**config.mk**
```make
export PLATFORM = sky130hd
export DESIGN_NAME = div_unit
export DESIGN_NICKNAME = d
export VERILOG_FILES = /design/src/rtl/div_unit.sv
export SDC_FILE = /design/constraint.sdc
export NUM_CORES = 1
export LEC_CHECK = 0
export ABC_CLOCK_PERIOD_IN_PS = 7750
export CAP_MARGIN = 40
export CORE_AREA = 2 2 154 156
export CTS_BUF_LIST = sky130_fd_sc_hd__clkbuf_2 sky130_fd_sc_hd__clkbuf_4 sky130_fd_sc_hd__clkbuf_8
export DETAILED_ROUTE_END_ITERATION = 8
export DIE_AREA = 0 0 156 158
export PLACE_DENSITY = 0.76
export SLEW_MARGIN = 15
export SYNTH_ARGS = -nofsm -noshare
export SYNTH_HDL_FRONTEND = slang
export SYNTH_SLANG_ARGS = --single-unit
```
**constraint.sdc**
```tcl
create_clock -name clk -period 7.75 [get_ports clk]
set_input_delay 0.775 -clock clk [delete_from_list [all_inputs] [get_ports clk]]
set_output_delay 0.775 -clock clk [all_outputs]
set_load 0.05 [all_outputs]
```
**src/rtl/div_unit.sv**
```systemverilog
`default_nettype none
// ============================================================================
// Module   : div_unit
// Purpose  : Multi-cycle restoring integer divider for DIV / DIVU. Produces
//            one quotient bit per clock and returns {remainder, quotient}
//            packed for HI/LO write-back.
// Ports    : clk          - clock, rising edge
//            rst          - asynchronous active-high reset
//            signed_div_i - 1 = signed (DIV), 0 = unsigned (DIVU)
//            opdata1_i    - dividend
//            opdata2_i    - divisor
//            start_i      - request, held high until ready_o is seen
//            annul_i      - abort current division (DIV_ANNUL_EN only)
//            result_o     - {remainder, quotient}
//            ready_o      - result_o valid
// Options  : define DIV_ANNUL_EN to add the annul_i flush port.
// Revision : 1.0 - initial release
// ============================================================================
module div_unit #(
    parameter int WIDTH = 32,
    parameter int CNT_W = 6
) (
    input  logic                 clk,
    input  logic                 rst,
    input  logic                 signed_div_i,
    input  logic [WIDTH-1:0]     opdata1_i,
    input  logic [WIDTH-1:0]     opdata2_i,
    input  logic                 start_i,
`ifdef DIV_ANNUL_EN
    input  logic                 annul_i,
`endif
    output logic [2*WIDTH-1:0]   result_o,
    output logic                 ready_o
);

    localparam logic [1:0] c_div_free   = 2'd0;
    localparam logic [1:0] c_div_byzero = 2'd1;
    localparam logic [1:0] c_div_on     = 2'd2;
    localparam logic [1:0] c_div_end    = 2'd3;

    localparam logic [CNT_W-1:0] c_cnt_last = CNT_W'(WIDTH);

    logic [1:0]         r_state;
    logic [1:0]         w_next_state;
    logic [CNT_W-1:0]   r_cnt;
    logic [WIDTH-1:0]   r_rem;      // partial remainder
    logic [WIDTH-1:0]   r_quo;      // dividend shifting out, quotient shifting in
    logic [WIDTH-1:0]   r_divisor;
    logic               r_signed;
    logic               r_sign1;
    logic               r_sign2;
    logic [2*WIDTH-1:0] r_result;
    logic               r_ready;

    logic               w_annul;
    logic               w_divisor_zero;
    logic [WIDTH-1:0]   w_dvd_mag;
    logic [WIDTH-1:0]   w_dvs_mag;
    logic [WIDTH:0]     w_shift;
    logic [WIDTH:0]     w_trial;
    logic [WIDTH-1:0]   w_quo_fix;
    logic [WIDTH-1:0]   w_rem_fix;

`ifdef DIV_ANNUL_EN
    assign w_annul = annul_i;
`else
    assign w_annul = 1'b0;
`endif

    assign w_divisor_zero = (opdata2_i == '0);

    // Magnitudes: in signed mode a negative operand is two's-complement negated.
    assign w_dvd_mag = (signed_div_i && opdata1_i[WIDTH-1]) ? -opdata1_i : opdata1_i;
    assign w_dvs_mag = (signed_div_i && opdata2_i[WIDTH-1]) ? -opdata2_i : opdata2_i;

    // Restoring step: the remainder is shifted left taking the next dividend
    // bit; the trial subtract is WIDTH+1 wide so its MSB is the borrow.
    assign w_shift = {r_rem, r_quo[WIDTH-1]};
    assign w_trial = w_shift - {1'b0, r_divisor};

    // Quotient is negative when the operand signs differ; the remainder
    // follows the sign of the dividend.
    assign w_quo_fix = (r_signed && (r_sign1 ^ r_sign2)) ? -r_quo : r_quo;
    assign w_rem_fix = (r_signed && r_sign1) ? -r_rem : r_rem;

    // ------------------------------------------------------------------
    // State register
    // ------------------------------------------------------------------
    always_ff @(posedge clk or posedge rst) begin
        if (rst) begin
            r_state <= c_div_free;
        end else begin
            r_state <= w_next_state;
        end
    end

    // ------------------------------------------------------------------
    // Next-state logic
    // ------------------------------------------------------------------
    always_comb begin
        w_next_state = r_state;
        case (r_state)
            c_div_free: begin
                if (start_i && !w_annul) begin
                    w_next_state = w_divisor_zero ? c_div_byzero : c_div_on;
                end
            end
            c_div_byzero: begin
                w_next_state = w_annul ? c_div_free : c_div_end;
            end
            c_div_on: begin
                if (w_annul) begin
                    w_next_state = c_div_free;
                end else if (r_cnt == c_cnt_last) begin
                    w_next_state = c_div_end;
                end
            end
            c_div_end: begin
                if (!start_i) begin
                    w_next_state = c_div_free;
                end
            end
            default: w_next_state = c_div_free;
        endcase
    end

    // ------------------------------------------------------------------
    // Datapath and registered outputs
    // ------------------------------------------------------------------
    always_ff @(posedge clk or posedge rst) begin
        if (rst) begin
            r_cnt     <= '0;
            r_rem     <= '0;
            r_quo     <= '0;
            r_divisor <= '0;
            r_signed  <= 1'b0;
            r_sign1   <= 1'b0;
            r_sign2   <= 1'b0;
            r_result  <= '0;
            r_ready   <= 1'b0;
        end else begin
            case (r_state)
                c_div_free: begin
                    r_result <= '0;
                    r_ready  <= 1'b0;
                    if (start_i && !w_annul) begin
                        r_cnt <= '0;
                        if (!w_divisor_zero) begin
                            r_quo     <= w_dvd_mag;
                            r_divisor <= w_dvs_mag;
                            r_rem     <= '0;
                            r_signed  <= signed_div_i;
                            r_sign1   <= opdata1_i[WIDTH-1];
                            r_sign2   <= opdata2_i[WIDTH-1];
                        end
                    end
                end
                c_div_byzero: begin
                    r_result <= '0;
                    r_ready  <= !w_annul;
                end
                c_div_on: begin
                    if (w_annul) begin
                        r_result <= '0;
                        r_ready  <= 1'b0;
                    end else if (r_cnt == c_cnt_last) begin
                        r_result <= {w_rem_fix, w_quo_fix};
                        r_ready  <= 1'b1;
                    end else begin
                        if (!w_trial[WIDTH]) begin
                            r_rem <= w_trial[WIDTH-1:0];
                            r_quo <= {r_quo[WIDTH-2:0], 1'b1};
                        end else begin
                            r_rem <= w_shift[WIDTH-1:0];
                            r_quo <= {r_quo[WIDTH-2:0], 1'b0};
                        end
                        r_cnt <= r_cnt + CNT_W'(1);
                    end
                end
                c_div_end: begin
                    if (!start_i) begin
                        r_result <= '0;
                        r_ready  <= 1'b0;
                    end
                end
                default: begin
                    r_result <= '0;
                    r_ready  <= 1'b0;
                end
            endcase
        end
    end

    assign result_o = r_result;
    assign ready_o  = r_ready;

endmodule
`default_nettype wire
```
# Yosys cells after proc, flatten, opt, wreduce, memory -nomap -nowiden

Index checks and enable logic that the tools add are counted.

Output and inout port bits: 65
Flip-flop bits (word level): 172
Input port bits: 68
Word-level logic and storage cells: 68

$add $sub $neg: 6
Equality and inequality tests: 9
Bitwise gates (word level): 2
Reduce and logical (&&, ||, !) cells: 13
Multiplexer cells: 28

Operators with widths:

| kind                  | number |
|---|---|
| $mux W32              | 11 |
| $pmux W64 S3          | 1 |
| $mux W64              | 2 |
| $neg A32 Y32          | 4 |
| $pmux W32 S2          | 2 |
| $sub A33 B32 Y33      | 1 |
| $logic_not A32 Y1     | 1 |
| $mux W6               | 2 |
| $pmux W6 S2           | 1 |
| $ne A2 B2 Y1 const B  | 5 |
| $reduce_and A3 Y1     | 3 |
| $mux W2               | 4 |
| $pmux W2 S4           | 1 |
| $add A6 B1 Y6 const B | 1 |
| $eq A6 B6 Y1 const B  | 1 |
| $eq A2 B2 Y1 const B  | 2 |
| $logic_and A1 B1 Y1   | 4 |
| $pmux W1 S4           | 1 |
| $reduce_and A4 Y1     | 1 |
| $mux W1               | 3 |
| $eq A2 B1 Y1 const B  | 1 |
| $logic_not A2 Y1      | 1 |
| $reduce_and A2 Y1     | 1 |
| $reduce_bool A2 Y1    | 1 |
| other kinds (3)       | 3 |

# Logic depth before layout (Yosys ltp)

Gate-level depths: netlist of run 1.

Depth in word-level cells: 5
Depth in mapped cells: 14
Depth with buffers taken out: 12

# Worst setup path before layout of run 1

Ideal clock, no wire load.

Kind: flip-flop to flip-flop
Start point: register r_rem[9]
End point: register r_rem[10]
Data arrival time: 3.033 ns
Path slack: 4.589 ns
Stages on the path, launching flop included: 12
Data required time: 7.623 ns
Period minus slack after synthesis: 3.161 ns
Library setup time: 0.127 ns
Path buffers: 2
Cells stage by stage: dfrtp_1 -> ha_1 -> and4_1 -> a221o_1 -> a311o_1 -> o211ai_1 -> a41o_1 -> xnor2_1 -> buf_4 -> buf_2 -> mux2i_1 -> o21ai_0

Longest elaborated chain between the ends: 4

Ends and longest elaborated chain:

| what                     | line | text |
|---|---|---|
| start: declaration       | 46   | `logic [WIDTH-1:0] r_rem;` |
| start signal: assignment | 171  | `r_rem <= w_trial[WIDTH-1:0];` |
| start signal: assignment | 174  | `r_rem <= w_shift[WIDTH-1:0];` |
| $sub A33 B32 Y33         | 79   | `assign w_trial = w_shift - {1'b0, r_divisor};` |
| $mux W32 *               | 170  | `if (!w_trial[WIDTH]) begin` |
| $mux W32 *               | 166  | `end else if (r_cnt == c_cnt_last) begin` |
| $pmux W32 S2 *           | 142  | `case (r_state)` |

Mark *: on every way between the ends. The rest lies on a longest branch, timed or not. The select of a mux whose other input is x is not followed.
A chain may end at the register's enable or synchronous reset.

# Worst setup path in the final report of run 1

Start point: input opdata2_i[21]
End point: register r_quo[26]

Longest elaborated chain between the ends: 3

Ends and longest elaborated chain:

| what                        | line | text |
|---|---|---|
| start: declaration          | 27   | `input logic [WIDTH-1:0] opdata2_i,` |
| $logic_not A32 Y1           | 70   | `assign w_divisor_zero = (opdata2_i == '0);` |
| $ne A2 B2 Y1 (no line)      | -    |  |
| $reduce_and A4 Y1 (no line) | -    |  |
| end signal: assignment      | 149  | `r_quo <= w_dvd_mag;` |
| end signal: assignment      | 172  | `r_quo <= {r_quo[WIDTH-2:0], 1'b1};` |
| end signal: assignment      | 175  | `r_quo <= {r_quo[WIDTH-2:0], 1'b0};` |
| end: declaration            | 47   | `logic [WIDTH-1:0] r_quo;` |

Every way passes these cells.

==> impl_metrics.ini, run 1 <==
[routing]
drt-initial-drc-count = 683
vias_per_cell = 5.66
antenna_left = 0
first_pass_iters = 5
route.detailed.wl_per_inst_um = 15.5
vias = 9824
drt-total-wl_um = 26900
drc = 0

[logic_synthesis]
postSynth.asyncResetShare_pct = 100
synth.area.top_cells = dfrtp_1, o21ai_0, nand2_1
syn_nets = 1447
synth_top_cell_by_area = dfrtp_1
seq_area_frac_synth_pct = 38.1
synth_top_area_share_pct = 38.1
yosys_register_bits = 172
synth_area_per_cell_um2 = 8.45
netlist_instances = 1337
yosysWarnings = 0
synth_flop_cell = dfrtp_1
syn_area_um2 = 11300
synth_edf_count = 0
synthDistinctLibCells = 73

[global_routing]
grt_max_degree = 76
gr-usage-met3_pct = 3.12
track_usage_pct = 22.3
top_usage_layer = met2
grt_overflow = 0
antenna_found_initial = 0
grt_pass1_wl_um = 44800
grt_use_met1_pct = 31.1
grtUsageMet2_pct = 36.4
grt_pass1_vias = 9224

[timing]
fin_crit_sh_pct = 53.6
final.min_clock_period_ns = 4.15
hold_slack_ns = 0.477
rsz0062_at_grt = no
tightest_slew_ns = 0.945
drv_slew = 0
worst_slack_ns = 3.60
finalSetupViolations = 0
relSlewSlack_pct = 36.3
hold_violations = 0
fin_worst_skew_ns = 0.0140
clock.fmax_ghz = 0.241
final.setup.tns_ns = 0

[clock_tree]
clock_path_buffers = 2
h-tree-depth = 4
worstSkewPairLatency_ns = 0.47
cts_setup_buffers = 0
cts_hold_buffers = 0
cts.clk_slew.worst_paths_ns = 0.09
cts-resized-gates = 0
cts_made_buffers = 17
cts.sink_count = 172
cts_root_buffer = clkbuf_8
cts_tree = done

[floorplan]
chipWidth_um = 156
initial_utilization_pct = 49.0
io_pins = 133
die_area_um2 = 24600
die_y_um = 158
fp.coreArea_um2 = 23100
rows = 56

[setup_path]
worstSetupEndpointType = register
required_ns = 8.10
r2r_slack_ns = 3.68
critPathKind = in -> reg
crit_path_start_kind = input port
cp_max_fo = 37
arrival_ns = 4.50

[layout]
drive_gt1_share_pct = 4.42
n_fill_cell = 2059
areaGrowthSynthToFinish_pct = 17.6
antenna-diode-count = 0
final_util_pct = 57.6
finish.net_count = 1544
postLayoutCellArea_um2 = 13300

[pwr]
seq_power_share_pct = 27.6
vdd_drop_max_mv = 0.276
cellInternalPower_uw = 3120
swShare_pct = 49.1
p_leak_uw = 0.00570
switchingPower_uw = 3010
p_comb_share_pct = 60.4
p_per_area_nw_per_um2 = 461
clkPwrFrac_pct = 12.0

[worst_hold_path]
hp-class = reg -> reg

[flow_run]
cap_violations = 0

[place]
gp_congestion = 0.861
dp_slack_ns = 3.14
place_area_um2 = 12800
port_buffers = 132
hpwl_um = 20000

[outcome]
status = finished, final reports clean
flip-flops by register name (all words and copies together), names as in the netlist:
signal and count:
result_o 64, r_quo 32, r_rem 32, r_cnt 6, r_sign1 1, r_state 2
r_divisor 32, r_signed 1, r_sign2 1, ready_o 1
critical path, stage by stage:
cell             delay, ns
clkdlybuf4s50_1       0.49
or4_4                 0.61
nor4_4                0.18
or4b_4                0.51
nor4_4                0.44
nand2_1               0.12
nand2_2               0.40
buf_16                0.24
buf_4                 0.33
mux2_2                0.37
final cells by class:
class | count | area (um^2) | share of cell area (%)
multi-input cells | 1043 | 6480 | 48.8
flip-flops and latches | 172 | 4300 | 32.4
repair buffers | 142 | 1460 | 11.0
well taps | 290 | 363 | 2.73
clock buffers | 19 | 249 | 1.87
inverters | 58 | 223 | 1.68
clock inverters | 13 | 214 | 1.61
metrics by stage:
step	power, uW	std cells
after detailed placement	5390	1705
final	6130	1737
after global placement	5260	1702
after global routing	6640	1737
after CTS	6130	1737
after floorplan	4450	1337
layer usage:
layer | up-vias | part of all wire (%)
met1 | 4642 | 48
met3 | 31 | 4.8
li1 | 4894 | -
met2 | 257 | 45
met4 | 0 | 1.6
met5 | - | 0
synthesized netlist by cell type (16+ instances only):
cell,count
nor3_1,19
nor2_1,95
a21oi_1,100
o21ai_0,176
o31ai_1,21
clkbuf_1,44
mux2i_1,32
nor4_1,16
xor2_1,78
nand2_1,205
xnor2_1,63
ha_1,41
dfrtp_1,172
inv_1,58
cell families after synthesis:
logic type	Yosys count	share of synthesized area, %
and+or+nand+nor	430	17.5
AOI/OAI and AO/OA	394	20.8
xor gates and xnor gates	141	10.9
DFF	172	38.1
buffers and inverters	122	4.70
adders and majority gates	42	4.72
muxes	36	3.23
placed cells by master (no fill, tap or decap), drive strengths merged, types with 4 or more instances in the layout:
cell type / count
ha: 41
dfrtp: 172
nor2: 95
nand2: 206
nor2b: 8
mux2i: 32
a21boi: 5
nor4: 18
o21a: 10
o31ai: 21
nor3: 19
or4: 8
xor2: 78
and3: 8
and2: 10
clkbuf: 19
clkdlybuf4s50: 132
buf: 10
o221ai: 7
nand2b: 9
o21ai: 178
a211oi: 4
mux2: 4
bufinv: 5
a31oi: 9
o41ai: 15
or3: 14
inv: 61
xnor2: 63
a21oi: 101
o211ai: 7
nand3: 15
a21o: 9
or4b: 5
final timing paths:
check | startpoint | endpoint | cells after the start
min in group asynchronous | rst | r_quo[27] | 2
worst max-delay path | opdata2_i[21] | r_quo[26] | 10
max in group asynchronous | rst | result_o[33] | 4
worst min-delay path | ready_o | ready_o | 2
worst max register to register | r_rem[9] | r_rem[30] | 10
worst min register to register | ready_o | ready_o | 2
power by group through the flow:
stage	clock network [uW]	logic [uW]	registers, uW
after global routing	780	4110	1750
after floorplan	0	2330	2120
after detailed placement	0	3680	1710
final	736	3700	1690
after CTS	743	3700	1690
after global placement	0	3570	1690
(Power assumes the default switching activity.)
==> inputs of run 2 (changes only) <==
Settings changed: ABC_CLOCK_PERIOD_IN_PS 7750 to 4200.
Clock period 7.75 ns to 4.2 ns, I/O delays scaled along.
==> run 2 against run 1 <==
Effect of this change: cell area barely moved; clock power increased by 64%; cell count is 0.46% higher; via count is 0.38% higher; worst setup slack got worse by 3.0 ns; flip-flop and latch count unchanged; combinational power increased by 87%; register-to-register slack got worse by 3.1 ns; clock-buffer cell count fell by 1; first-iteration DRC count increased by 10%; die area unchanged; critical path type is now reg -> reg; largest cell class unchanged; highest routed layer unchanged.
==> impl_metrics.ini, run 2 (synthesis gave the netlist of run 1 again) <==
[outcome]
status = finished, final reports clean

[pwr]
p_per_area_nw_per_um2 = 848
vdd_drop_max_mv = 0.425
p_leak_uw = 0.00570

[timing]
rsz0062_at_grt = no
hold_violations = 0
fin_crit_sh_pct = 86.6
tightest_slew_ns = 0.836
final.setup.tns_ns = 0
fin_worst_skew_ns = 0.0152
drv_slew = 0
finalSetupViolations = 0
relSlewSlack_pct = 43.7
clock.fmax_ghz = 0.275
final.min_clock_period_ns = 3.64

[global_routing]
track_usage_pct = 22.6
grt_max_degree = 114
antenna_found_initial = 0
grt_pass1_wl_um = 45200
grt_pass1_vias = 9296
grt_overflow = 0

[routing]
route.detailed.wl_per_inst_um = 15.6
antenna_left = 0
drt-initial-drc-count = 753
vias = 9861
drt-total-wl_um = 27200
drc = 0
first_pass_iters = 5
vias_per_cell = 5.65

[place]
port_buffers = 132
hpwl_um = 20600
gp_congestion = 0.855

[layout]
final_util_pct = 57.6
final_cell_mix = nand2_1, o21ai_0, dfrtp_1, clkdlybuf4s50_1, a21oi_1
drive_gt1_share_pct = 4.95
areaGrowthSynthToFinish_pct = 17.6
largest_reg_flops = 64
final_common_cell = nand2_1
finish.net_count = 1552
n_fill_cell = 2061
antenna-diode-count = 0

[clock_tree]
cts.sink_count = 172
cts_setup_buffers = 0
cts_tree = done
cts-resized-gates = 0
cts_root_buffer = clkbuf_8
cts.clk_slew.worst_paths_ns = 0.10
h-tree-depth = 4
worstSkewPairLatency_ns = 0.46
cts_hold_buffers = 0
clock_path_buffers = 2
cts_made_buffers = 17

[setup_path]
crit_path_start_kind = register
worstReg2RegStart = r_quo[31]
critPathKind = reg -> reg
required_ns = 4.56
ff2ff_path_depth = 13
r2r_slack_ns = 0.56
arrival_ns = 4.00
worstSetupEndpointType = register
rr_endpoint = r_rem[31]
cp_max_fo = 13

[floorplan]
die_y_um = 158
die_area_um2 = 24600
rows = 56
initial_utilization_pct = 49.0
chipWidth_um = 156
fp.coreArea_um2 = 23100
io_pins = 133

[worst_hold_path]
hp-class = in -> async

[flow_run]
cap_violations = 0
[run 2: worst max path at each step]
stage,from,to,depth (start not counted)
3_3_place_gp,opdata2_i[21],r_quo[29],9
4_1_cts,r_quo[31],r_rem[31],13
2_1_floorplan,r_rem[9],r_rem[10],11
6_report,r_quo[31],r_rem[31],13
3_5_place_dp,opdata2_i[21],r_quo[29],9
5_1_grt,r_quo[31],r_rem[14],13
[run 2: area by class of cell]
type	instances	area [um^2]	share of cell area (%)
Clock buffer	18	248	1.87
Clock inverter	14	163	1.22
Inverter	58	221	1.67
Multi-Input combinational cell	1043	6480	48.8
Sequential cell	172	4300	32.4
Tap cell	290	363	2.73
Timing Repair Buffer	150	1500	11.3
[run 2: power breakdown]
group / switching (uW) / internal, uW
combinational: 4230 / 2680
sequential: 753 / 2390
clock: 649 / 558
total: 5630 / 5630
[run 2: critical path, stage by stage, from the launching register on]
cell       delay (ns)
dfrtp_1          0.40
inv_1            0.09
ha_1             0.23
fa_1             0.41
nor2b_1          0.19
o2111ai_1        0.18
a21oi_1          0.20
a311o_1          0.28
o211ai_1         0.19
a41o_1           0.32
xnor2_2          0.27
buf_4            0.28
nand2_1          0.18
o221ai_1         0.30
[run 2: through the flow]
stage / cell area [um^2] / setup WS [ns] / power (uW) / std cells / hold WS [ns]
6_report: 13300 / 0.563 / 11300 / 1745 / 0.276
5_1_grt: 13300 / 0.355 / 12200 / 1745 / 0.282
4_1_cts: 13300 / 0.634 / 11300 / 1744 / 0.266
3_5_place_dp: 12900 / 0.467 / 10100 / 1712 / 0.469
3_3_place_gp: 12900 / 0.572 / 9910 / 1712 / 0.460
2_1_floorplan: 11300 / 1.04 / 8220 / 1337 / 0.450
[run 2: routing by layer]
metal | GRT usage, % | vias to the layer above | share of wire (%)
met3 | 3.39 | 31 | 5.5
met4 | 6.68 | 0 | 1.7
met2 | 37.9 | 297 | 46
met5 | 0 | - | 0
li1 | - | 4903 | -
met1 | 30.5 | 4630 | 46
